--- src/rtl/hazard_scoreboard_pkg.sv ---
// Shared types for the RV32I hazard logic: scoreboard entry layout and
// operand-forwarding select encoding.
package rv32i_types;

    typedef struct packed {
        logic       valid;
        logic [4:0] rd;
        logic       wr;
        logic       ld;
    } sb_entry_t;

    // Select width for the default three tracked stages.
    typedef logic [1:0] fwd_sel_t;

    localparam fwd_sel_t FWD_REGFILE = 2'd0;
    localparam fwd_sel_t FWD_EX      = 2'd1;
    localparam fwd_sel_t FWD_MEM     = 2'd2;
    localparam fwd_sel_t FWD_WB      = 2'd3;

endpackage

--- src/rtl/hazard_scoreboard_if.sv ---
// ID-stage <-> hazard scoreboard signal bundle.
interface hazard_scoreboard_if #(
    parameter int NUM_SRC    = 2,
    parameter int NUM_STAGES = 3,
    parameter int CNT_W      = 32
);
    localparam int SEL_W = $clog2(NUM_STAGES + 1);

    // advance is the pipeline-wide ready: entries move only when it is high.
    // stall is combinational back-pressure on ID, valid only with id_valid.
    logic                              id_valid;
    logic [NUM_SRC-1:0][4:0]           id_rs;
    logic [NUM_SRC-1:0]                id_rs_used;
    logic [4:0]                        id_rd;
    logic                              id_load_regfile;
    logic                              id_mem_read;
    logic                              advance;
    logic                              flush;
    logic                              cnt_clear;
    logic [NUM_SRC-1:0][SEL_W-1:0]     fwd_sel;
    logic                              stall;
    logic [CNT_W-1:0]                  stall_count;

    modport master (
        output id_valid, id_rs, id_rs_used, id_rd, id_load_regfile,
               id_mem_read, advance, flush, cnt_clear,
        input  fwd_sel, stall, stall_count
    );

    modport slave (
        input  id_valid, id_rs, id_rs_used, id_rd, id_load_regfile,
               id_mem_read, advance, flush, cnt_clear,
        output fwd_sel, stall, stall_count
    );

endinterface

--- src/rtl/hazard_scoreboard_sb_src_match.sv ---
// Per-source priority match over the in-flight destination tags; the
// youngest matching stage wins and flags a load-use hazard if not yet ready.
module sb_src_match
    import rv32i_types::*;
#(
    parameter int NUM_STAGES       = 3,
    parameter int LOAD_READY_STAGE = 2,
    parameter int SEL_W            = $clog2(NUM_STAGES + 1)
) (
    input  sb_entry_t [NUM_STAGES-1:0] i_entries,
    input  logic [4:0]                 i_rs,
    input  logic                       i_rs_used,
    output logic [SEL_W-1:0]           o_sel,
    output logic                       o_hazard
);

    always_comb begin
        o_sel    = '0;
        o_hazard = 1'b0;
        // Scan oldest to youngest so the youngest match is the last write.
        for (int k = NUM_STAGES; k >= 1; k--) begin
            if (i_rs_used && (i_rs != 5'd0) && i_entries[k-1].valid &&
                i_entries[k-1].wr && (i_entries[k-1].rd == i_rs)) begin
                o_sel    = SEL_W'(k);
                o_hazard = i_entries[k-1].ld && (k < LOAD_READY_STAGE);
            end
        end
    end

endmodule

--- src/rtl/hazard_scoreboard.sv ---
// Operand-forwarding and load-use hazard unit: tracks destination tags from
// EX to the last write-back stage, selects forwarding sources, counts stalls.
module hazard_scoreboard
    import rv32i_types::*;
#(
    parameter int NUM_SRC          = 2,
    parameter int NUM_STAGES       = 3,
    parameter int LOAD_READY_STAGE = 2,
    parameter int FLUSH_STAGES     = 1,
    parameter int CNT_W            = 32
) (
    input  logic                clk,
    input  logic                rst,
    hazard_scoreboard_if.slave  sb_if
);

    localparam int SEL_W = $clog2(NUM_STAGES + 1);

    sb_entry_t [NUM_STAGES-1:0]    r_entries;
    logic [CNT_W-1:0]              r_stall_count;

    logic [NUM_SRC-1:0][SEL_W-1:0] w_fwd_sel;
    logic [NUM_SRC-1:0]            w_hazard;
    logic                          w_stall;
    sb_entry_t                     w_new_entry;

    for (genvar s = 0; s < NUM_SRC; s++) begin : g_src
        sb_src_match #(
            .NUM_STAGES       (NUM_STAGES),
            .LOAD_READY_STAGE (LOAD_READY_STAGE),
            .SEL_W            (SEL_W)
        ) u_match (
            .i_entries (r_entries),
            .i_rs      (sb_if.id_rs[s]),
            .i_rs_used (sb_if.id_rs_used[s]),
            .o_sel     (w_fwd_sel[s]),
            .o_hazard  (w_hazard[s])
        );
    end

    assign w_stall = sb_if.id_valid & (|w_hazard);

    // A stalled ID instruction enters stage 1 as a bubble.
    always_comb begin
        w_new_entry.valid = sb_if.id_valid & ~w_stall;
        w_new_entry.rd    = sb_if.id_rd;
        w_new_entry.wr    = sb_if.id_load_regfile;
        w_new_entry.ld    = sb_if.id_mem_read;
    end

    always_ff @(posedge clk or negedge rst) begin
        if (!rst) begin
            r_entries <= '0;
        end else begin
            if (sb_if.advance) begin
                for (int k = 1; k < NUM_STAGES; k++) begin
                    r_entries[k] <= r_entries[k-1];
                end
                r_entries[0] <= w_new_entry;
            end
            // Flush is applied after shift/hold, so it also kills while frozen.
            if (sb_if.flush) begin
                for (int k = 0; k < FLUSH_STAGES && k < NUM_STAGES; k++) begin
                    r_entries[k].valid <= 1'b0;
                end
            end
        end
    end

    always_ff @(posedge clk or negedge rst) begin
        if (!rst) begin
            r_stall_count <= '0;
        end else if (sb_if.cnt_clear) begin
            r_stall_count <= '0;
        end else if (w_stall && sb_if.advance && (r_stall_count != '1)) begin
            r_stall_count <= r_stall_count + CNT_W'(1);
        end
    end

    assign sb_if.fwd_sel     = w_fwd_sel;
    assign sb_if.stall       = w_stall;
    assign sb_if.stall_count = r_stall_count;

endmodule

--- src/flat_wrapper.sv ---
// flat-port wrapper written by rule: the top's interface ports become plain ports
module hazard_scoreboard_flat import rv32i_types::*;
#(
    parameter int NUM_SRC          = 2,
    parameter int NUM_STAGES       = 3,
    parameter int LOAD_READY_STAGE = 2,
    parameter int FLUSH_STAGES     = 1,
    parameter int CNT_W            = 32
)
  (clk, rst, sb_if_id_valid, sb_if_id_rs, sb_if_id_rs_used, sb_if_id_rd, sb_if_id_load_regfile, sb_if_id_mem_read, sb_if_advance, sb_if_flush, sb_if_cnt_clear, sb_if_fwd_sel, sb_if_stall, sb_if_stall_count);
  hazard_scoreboard_if #(.NUM_SRC(NUM_SRC), .NUM_STAGES(NUM_STAGES), .CNT_W(CNT_W)) sb_if_i ();
  input  logic clk;
  input  logic rst;
  input wire logic [$bits(sb_if_i.id_valid)-1:0] sb_if_id_valid;
  input wire logic [$bits(sb_if_i.id_rs)-1:0] sb_if_id_rs;
  input wire logic [$bits(sb_if_i.id_rs_used)-1:0] sb_if_id_rs_used;
  input wire logic [$bits(sb_if_i.id_rd)-1:0] sb_if_id_rd;
  input wire logic [$bits(sb_if_i.id_load_regfile)-1:0] sb_if_id_load_regfile;
  input wire logic [$bits(sb_if_i.id_mem_read)-1:0] sb_if_id_mem_read;
  input wire logic [$bits(sb_if_i.advance)-1:0] sb_if_advance;
  input wire logic [$bits(sb_if_i.flush)-1:0] sb_if_flush;
  input wire logic [$bits(sb_if_i.cnt_clear)-1:0] sb_if_cnt_clear;
  output wire logic [$bits(sb_if_i.fwd_sel)-1:0] sb_if_fwd_sel;
  output wire logic [$bits(sb_if_i.stall)-1:0] sb_if_stall;
  output wire logic [$bits(sb_if_i.stall_count)-1:0] sb_if_stall_count;
  assign sb_if_i.id_valid = sb_if_id_valid;
  assign sb_if_i.id_rs = sb_if_id_rs;
  assign sb_if_i.id_rs_used = sb_if_id_rs_used;
  assign sb_if_i.id_rd = sb_if_id_rd;
  assign sb_if_i.id_load_regfile = sb_if_id_load_regfile;
  assign sb_if_i.id_mem_read = sb_if_id_mem_read;
  assign sb_if_i.advance = sb_if_advance;
  assign sb_if_i.flush = sb_if_flush;
  assign sb_if_i.cnt_clear = sb_if_cnt_clear;
  assign sb_if_fwd_sel = sb_if_i.fwd_sel;
  assign sb_if_stall = sb_if_i.stall;
  assign sb_if_stall_count = sb_if_i.stall_count;
  hazard_scoreboard #(.NUM_SRC(NUM_SRC), .NUM_STAGES(NUM_STAGES), .LOAD_READY_STAGE(LOAD_READY_STAGE), .FLUSH_STAGES(FLUSH_STAGES), .CNT_W(CNT_W)) u_core (.clk(clk), .rst(rst), .sb_if(sb_if_i));
endmodule
--- config.mk ---
export PLATFORM = sky130hd
export DESIGN_NAME = hazard_scoreboard_flat
export DESIGN_NICKNAME = d
export VERILOG_FILES = /design/src/rtl/hazard_scoreboard_pkg.sv /design/src/rtl/hazard_scoreboard_if.sv /design/src/rtl/hazard_scoreboard_sb_src_match.sv /design/src/rtl/hazard_scoreboard.sv /design/src/flat_wrapper.sv
export SDC_FILE = /design/constraint.sdc
export NUM_CORES = 1
export LEC_CHECK = 0
export BUFFER_PORTS_ARGS = -buffer_cell sky130_fd_sc_hd__buf_2
export CAP_MARGIN = 20
export CORE_ASPECT_RATIO = 1.75
export CORE_MARGIN = 2
export CORE_UTILIZATION = 30
export CTS_BUF_LIST = sky130_fd_sc_hd__clkbuf_8 sky130_fd_sc_hd__clkbuf_16
export DETAILED_ROUTE_END_ITERATION = 10
export PLACE_DENSITY_LB_ADDON = 0.08
export SLEW_MARGIN = 25
export SYNTH_ARGS = -nofsm -noshare
export SYNTH_HDL_FRONTEND = slang
export SYNTH_HIERARCHICAL = 1
export SYNTH_SLANG_ARGS = --single-unit
--- constraint.sdc ---
create_clock -name clk -period 4.9 [get_ports clk]
set_clock_uncertainty 0.05 [all_clocks]
set_input_delay 0.49 -clock clk [delete_from_list [all_inputs] [get_ports clk]]
set_output_delay 0.49 -clock clk [all_outputs]
set_load 0.02 [all_outputs]
[After elaboration in Yosys (flattened, before gate mapping)]
Cells that the tools add are included.
Storage, ports and cells
  bits in registers: 54
  word-level logic and storage cells: 61
Cells by class
  equal/unequal tests: 7
  bitwise gates (word level): 3
  reduce and logical (&&, ||, !) cells: 27
  multiplexer cells: 12
  add/subtract/negate cells: 1
Operator list (number)
  two-way mux 32 bit: 2
  adder 32 x 1 -> 32 bit, second input constant: 1
  inequality test 32 bit, second input constant: 1
  equality test 5 bit: 6
  logical AND 1 bit: 22
  two-way mux 2 bit: 6
  nonzero test 5 bit: 2
  two-way mux 8 bit: 1
  nonzero test 2 bit: 2
  two-way mux 1 bit: 3
  bitwise AND 1 bit: 2
  OR reduction 2 bit: 1
  inverter 1 bit: 1

[Longest topological paths before layout]
Gate-level depths: netlist of run 1.
  depth in word-level cells: 12
  depth in mapped cells: 10
  mapped depth without buffers: 9

[By module]
The synthesis of run 1 kept the hierarchy.
Modules (own cells, without submodules)
  hazard_scoreboard: cells each 253, area each 2800.2 um^2, times used 1, sequential area each 1401.3 um^2
  sb_src_match: cells each 30, area each 227.7 um^2, times used 2, sequential area each 0.0 um^2

[Worst setup path after synthesis of run 1]
Ideal clock, no wire load.
  kind: input to register
  start point: input port sb_if_id_rs[7]
  end point: register u_core.r_stall_count[27] (netlist: u_core/sb_if.stall_count[27])
  path slack: 1.908 ns
  arrival: 2.818 ns
  required time: 4.725 ns
  setup time: 0.125 ns
  buffers on the path: 1
  cell stages on the path: 10
  path through: xnor2_1 -> nand4_1 -> nor3_1 -> and2_1 -> o211a_4 -> nand3_2 -> or4_4 -> buf_6 -> nor4b_1 -> mux2_2
Between the ends
  longest elaborated chain between the ends: 11
Ends and longest elaborated chain
  start: declaration: RTL line flat_wrapper.sv:15  | input wire logic [$bits(sb_if_i.id_rs)-1:0] sb_if_id_rs;
  nonzero test 5 bit: RTL line hazard_scoreboard_sb_src_match.sv:22  | if (i_rs_used && (i_rs != 5'd0) && i_entries[k-1].valid &&
  logical AND 1 bit (3 in a row): RTL line hazard_scoreboard_sb_src_match.sv:22
  logical AND 1 bit *: RTL line hazard_scoreboard_sb_src_match.sv:23  | i_entries[k-1].wr && (i_entries[k-1].rd == i_rs)) begin
  two-way mux 1 bit *: RTL line hazard_scoreboard_sb_src_match.sv:22
  named net u_core.w_hazard[1]: RTL line hazard_scoreboard.sv:23  | logic [NUM_SRC-1:0] w_hazard;
  OR reduction 2 bit *: RTL line hazard_scoreboard.sv:41  | assign w_stall = sb_if.id_valid & (|w_hazard);
  bitwise AND 1 bit *: RTL line hazard_scoreboard.sv:41
  logical AND 1 bit * (2 in a row): RTL line hazard_scoreboard.sv:75  | end else if (w_stall && sb_if.advance && (r_stall_count != '1)) begin
  nonzero test 2 bit (no source line) *
  end signal: assignment: RTL line hazard_scoreboard.sv:76  | r_stall_count <= r_stall_count + CNT_W'(1);
  end: declaration: RTL line hazard_scoreboard.sv:20  | logic [CNT_W-1:0] r_stall_count;
The timed path passes the listed nets; every way through them passes the cells marked *.
A chain may end at the register's enable or synchronous reset.

[Worst setup path in the final report of run 1]
  start point: register u_core/r_entries[2] in the netlist's numbering
  end point: register u_core.r_stall_count[27] (netlist: u_core/sb_if.stall_count[27])
Between the ends
  longest elaborated chain between the ends: 8
Ends and longest elaborated chain
  start: declaration: RTL line hazard_scoreboard.sv:19  | sb_entry_t [NUM_STAGES-1:0] r_entries;
  start signal: indexed assignment: RTL line hazard_scoreboard.sv:57  | r_entries[k] <= r_entries[k-1];
  equality test 5 bit: RTL line hazard_scoreboard_sb_src_match.sv:23
  logical AND 1 bit: RTL line hazard_scoreboard_sb_src_match.sv:23
  two-way mux 1 bit: RTL line hazard_scoreboard_sb_src_match.sv:22
  named net u_core.w_hazard[1]: RTL line hazard_scoreboard.sv:23
  OR reduction 2 bit: RTL line hazard_scoreboard.sv:41
  bitwise AND 1 bit: RTL line hazard_scoreboard.sv:41
  logical AND 1 bit (2 in a row): RTL line hazard_scoreboard.sv:75
  nonzero test 2 bit (no source line)
The timed path passes the listed nets, and every way through them passes these cells.

==> flow_summary.toml, run 1 <==
[sta]
rsz0062_at_grt = "false"
maxSlewHeadroom_pct = 49.8
period_share_pct = 66.0
setup-tns-final_ns = 0
final_max_slew_viol_count = 0
fmax_mhz = 309
final_hold_viol_count = 0
finalSetupViolCount = 0
worst_pin_slew_ns = 0.753
period_minus_slack_ns = 3.23

[detailed_routing]
vias = 2670
drtIter0Drc = 68
wirelength_mm = 8.49
final_antenna_net_count = 0
dr.pass1.iters = 5
drc = 0
wl_per_cell_um = 17.2
routed_via_density = 5.39

[setup_path]
worstPathArrival_ns = 3.37
startpoint_type = "register"
path_class = "register to register"
cp_max_fo = 10
r2r_cells = 9
end_kind = "register"
crit_required_ns = 5.03
cp-startpoint = "u_core/r_entries[2]"
r2r-start = "u_core/r_entries[2]"

[global_routing]
top_usage_layer = "met2"
grt_pass1_wl_mm = 13.6
grt_pass1_vias = 2646
grtUsageMet1_pct = 17.3
grt_max_degree = 55
track_usage_pct = 15.3
use_met2_pct = 27.2
grt-ovfl-total = 0
antenna_found_initial = 0
gr-usage-met3_pct = 2.32

[cts]
cts-resized-gates = 0
cts_root_buf = "clkbuf_16"
post_cts_buffers = 0
cts_buffers = 5
cts-hold-fix-buffers = 0
cts.sinks = 54
clock_path_buffers = 2
clock_latency_ns = 0.30
path_clk_slew_ns = 0.07
cts_tree = "done"
cts_max_level = 2

[floorplanning]
start_util_pct = 30.9
placementRows = 49
die-area_um2 = 11500
die_width_um = 81.9
core_area_um2 = 10300
io_pins = 62
die_y_um = 140

[power]
power_frac_comb_pct = 11.9
p_total_uw = 994
vdd_drop_max_v = 0.000142
p_seq_share_pct = 50.4
swShare_pct = 25.7
power_density_nw_per_um2 = 265
leakage_uw = 0.00152
p_sw_uw = 255
clkPwrFrac_pct = 37.7
internal_power_uw = 739

[cells_and_area]
register_area_um2 = 1350
fillCellCount = 1082
layout_commonest_cell = "buf_2"
multiInputGateArea_um2 = 1760
nets = 393
final_cell_mix = "61 x buf_2, 54 x dfrtp_1, 29 x xnor2_1, 29 x mux2_2, 23 x a21oi_1"
final_util_pct = 36.4
drive_gt1_share_pct = 32.3
diodes = 0
area_growth_pct = 17.7

[synthesis]
syn_nets = 335
syn-cell-area_um2 = 3180
syn_inst = 309
ys_warn_count = 6
avgSynthCellArea_um2 = 10.3

[placed_design]
io_buffers = 61
place.gp.congestion = 0.733
hpwlAfterDp_mm = 6.28

[run]
drv_cap = 0

[status]
status = "finished, final reports clean"

[worst_hold_path]
hold_class = "primary input to asynchronous set/reset pin"
## metrics by stage
step / instances / hold slack, ns / setup slack (ns) / area (µm²)
floorplan: 309 / 0.144 / 1.91 / 3180
global placement: 487 / 0.488 / 1.61 / 3590
detailed placement: 487 / 0.490 / 1.50 / 3590
CTS: 495 / 0.276 / 1.68 / 3750
global route: 495 / 0.293 / 1.46 / 3750
finish: 495 / 0.267 / 1.67 / 3750
## worst paths after layout
check / to / slack [ns]
max: u_core/sb_if.stall_count[27] / 1.67
min in group clk: u_core/r_entries[7] / 0.28
min reg2reg: u_core/r_entries[23] / 0.51
max in group asynchronous: u_core/sb_if.stall_count[9] / 4.05
max reg2reg: u_core/sb_if.stall_count[27] / 1.67
min: u_core/r_entries[2] / 0.27
## critical path, cell delays in order, from the launching register on
cell	delay, ns
dfrtp_1	0.45
xnor2_1	0.20
nand4_1	0.13
nor3_1	0.33
and2_1	0.22
o211a_4	0.23
nand3_2	0.15
or4_4	0.64
nor4b_1	0.35
mux2_2	0.37
## metal layers
metal	up-vias	routed length, µm
li1	1283	-
met5	-	0
met2	77	4590
met3	18	337
met4	0	286
met1	1292	3280
## layout make-up
class | count | share of cell area [%]
Clock buffer | 6 | 3.71
Clock inverter | 2 | 0.434
Inverter | 1 | 0.100
Multi-Input combinational cell | 242 | 46.9
Sequential cell | 54 | 36.1
Tap cell | 127 | 4.24
Timing Repair Buffer | 63 | 8.55
## flip-flops by register name (all words and copies together), names as in the netlist
signal	count
u_core/sb_if.stall_count	32
u_core/r_entries	22
## power groups by stage
stage / Sequential [µW] / Combinational [µW] / Clock [µW]
global placement: 511 / 118 / 0
floorplan: 501 / 80.9 / 0
CTS: 502 / 120 / 393
finish: 501 / 118 / 375
global route: 506 / 130 / 408
detailed placement: 511 / 120 / 0
Power figures use the tool's default switching activity.
==> run 2, diff against run 1 <==
==> constraint.sdc (replaced) <==
create_clock -name clk -period 2.8 [get_ports clk]
set_clock_uncertainty 0.05 [all_clocks]
set_input_delay 0.28 -clock clk [delete_from_list [all_inputs] [get_ports clk]]
set_output_delay 0.28 -clock clk [all_outputs]
set_load 0.02 [all_outputs]
==> run 2 against run 1 <==
Register-to-register slack lost 1.6 ns. Sequential power grew 75%. Worst setup slack lost 1.6 ns. Via count grew 4.7%. Utilization grew 2.8 points. Critical path type unchanged. Sequential share of layout area shrank 2.6 points. Clock power grew 70%. Flip-flop and latch count is the same. Cell count grew 6.1%. Power grew 75%. Die area is the same. Combinational power grew 93%.
==> flow_summary.toml, run 2 (synthesis results as in run 1) <==
[sta]
fmax_mhz = 365
maxSlewHeadroom_pct = 46.9
period_share_pct = 97.9
rsz0062_at_grt = "true"
worst_pin_slew_ns = 0.796
final_hold_viol_count = 0
period_minus_slack_ns = 2.74
setup-tns-final_ns = 0
final_max_slew_viol_count = 0
finalSetupViolCount = 0
timing.hold.ws_ns = 0.0830

[global_routing]
grtUsageMet1_pct = 18.8
use_met2_pct = 30.8
gr-usage-met3_pct = 3.03
top_usage_layer = "met2"
grt_max_degree = 42
grt_pass1_vias = 2820
antenna_found_initial = 0
grt_pass1_wl_mm = 14.7
grt-ovfl-total = 0
track_usage_pct = 16.8

[setup_path]
worstPathArrival_ns = 2.87
reg2reg_slack_ns = 0.06
crit_required_ns = 2.93
cp_max_fo = 5
r2r_end = "u_core/sb_if.stall_count[27]"
startpoint_type = "register"
r2r_cells = 9
end_kind = "register"
r2r-start = "u_core/r_entries[6]"
path_class = "register to register"

[floorplanning]
die_y_um = 140
start_util_pct = 30.9
die_width_um = 81.9
core_area_um2 = 10300
io_pins = 62
die-area_um2 = 11500
placementRows = 49

[cts]
cts.sinks = 54
clock_latency_ns = 0.30
cts_max_level = 2
cts_tree = "done"
cts_root_buf = "clkbuf_16"
clock_path_buffers = 2
path_clk_slew_ns = 0.07
cts_buffers = 5

[cells_and_area]
nets = 423
fillCellCount = 1029
layout_commonest_cell = "buf_2"
diodes = 0
final_cell_mix = "61 x buf_2, 54 x dfrtp_1, 30 x buf_4"
area_growth_pct = 26.7
drive_gt1_share_pct = 39.2
largest_register_ff_count = 32

[status]
status = "finished, final reports clean"

[worst_hold_path]
min_to = "u_core/r_entries[7]"
hold_depth = 2
hold_class = "primary input to register"
worstHoldStart = "sb_if_flush"

[detailed_routing]
final_antenna_net_count = 0
wl_per_cell_um = 17.6
drtIter0Drc = 64
vias = 2796
dr.pass1.iters = 5
drc = 0
routed_via_density = 5.33
wirelength_mm = 9.25

[placed_design]
place.gp.congestion = 0.795
io_buffers = 61
hpwlAfterDp_mm = 6.79

[power]
power_density_nw_per_um2 = 432
leakage_uw = 0.00168
vdd_drop_max_v = 0.000219

[run]
drv_cap = 0
run 2: worst max path at each step:
| stage | endpoint | start | slack (ns) |
|---|---|---|---|
| floorplan | u_core/sb_if.stall_count[27] | u_core/r_entries[4] | 0.0003 |
| global placement | u_core/sb_if.stall_count[27] | u_core/r_entries[4] | 0.02 |
| detailed placement | u_core/sb_if.stall_count[27] | u_core/r_entries[4] | -0.02 |
| CTS | u_core/sb_if.stall_count[27] | u_core/r_entries[4] | 0.004 |
| global route | u_core/sb_if.stall_count[27] | u_core/r_entries[3] | -0.08 |
| finish | u_core/sb_if.stall_count[27] | u_core/r_entries[6] | 0.06 |
run 2: timing repair:
| action | in CTS | in global routing |
|---|---|---|
| gates resized for setup | 2 | 8 |
| pin swaps | 2 | 4 |
| hold buffers | 1 | 0 |
| endpoints found under the setup margin | 1 | 9 |
| cloned | 1 | 0 |
| setup buffers | 0 | 2 |
| endpoints found under the hold margin | 20 | 0 |
run 2: report_power, final:
part	leakage, µW	internal, µW	switching [µW]
registers	0.000710	823	55.0
clock network	0.0000780	352	285
logic	0.000889	126	102
total	0.00168	1300	442
run 2: final cells by class:
cell class	count	area [µm²]	share of cell area, %
Clock buffer	6	139	3.44
Clock inverter	2	8.76	0.217
Inverter	1	3.75	0.0931
Multi-Input combinational cell	243	1830	45.4
Sequential cell	54	1350	33.5
Tap cell	127	159	3.94
Timing Repair Buffer	92	541	13.4
run 2: critical path, stage by stage, from the launching register on:
cell     delay (ns)
dfrtp_1        0.45
xnor2_1        0.17
nand4_1        0.14
nor3_2         0.16
and2_4         0.18
o211a_4        0.19
nand3_4        0.09
or4_4          0.58
nor4b_4        0.30
mux2_4         0.32
run 2: routing by layer:
layer | share of wire, % | up-vias
met5 | 0 | -
met4 | 1.6 | 0
met3 | 4.4 | 8
met2 | 55 | 62
met1 | 39 | 1383
li1 | - | 1343
run 2: metrics by stage:
stage               worst slack, ns  utilization (%)  cells  total power [µW]  area (µm²)
floorplan                  0.000291                -    309              1020        3200
global placement             0.0231             36.9    513              1120        3800
detailed placement          -0.0185             36.9    513              1120        3800
CTS                         0.00445             38.7    523              1770        3980
global route                -0.0834             39.2    525              1840        4030
finish                       0.0578             39.2    525              1740        4030
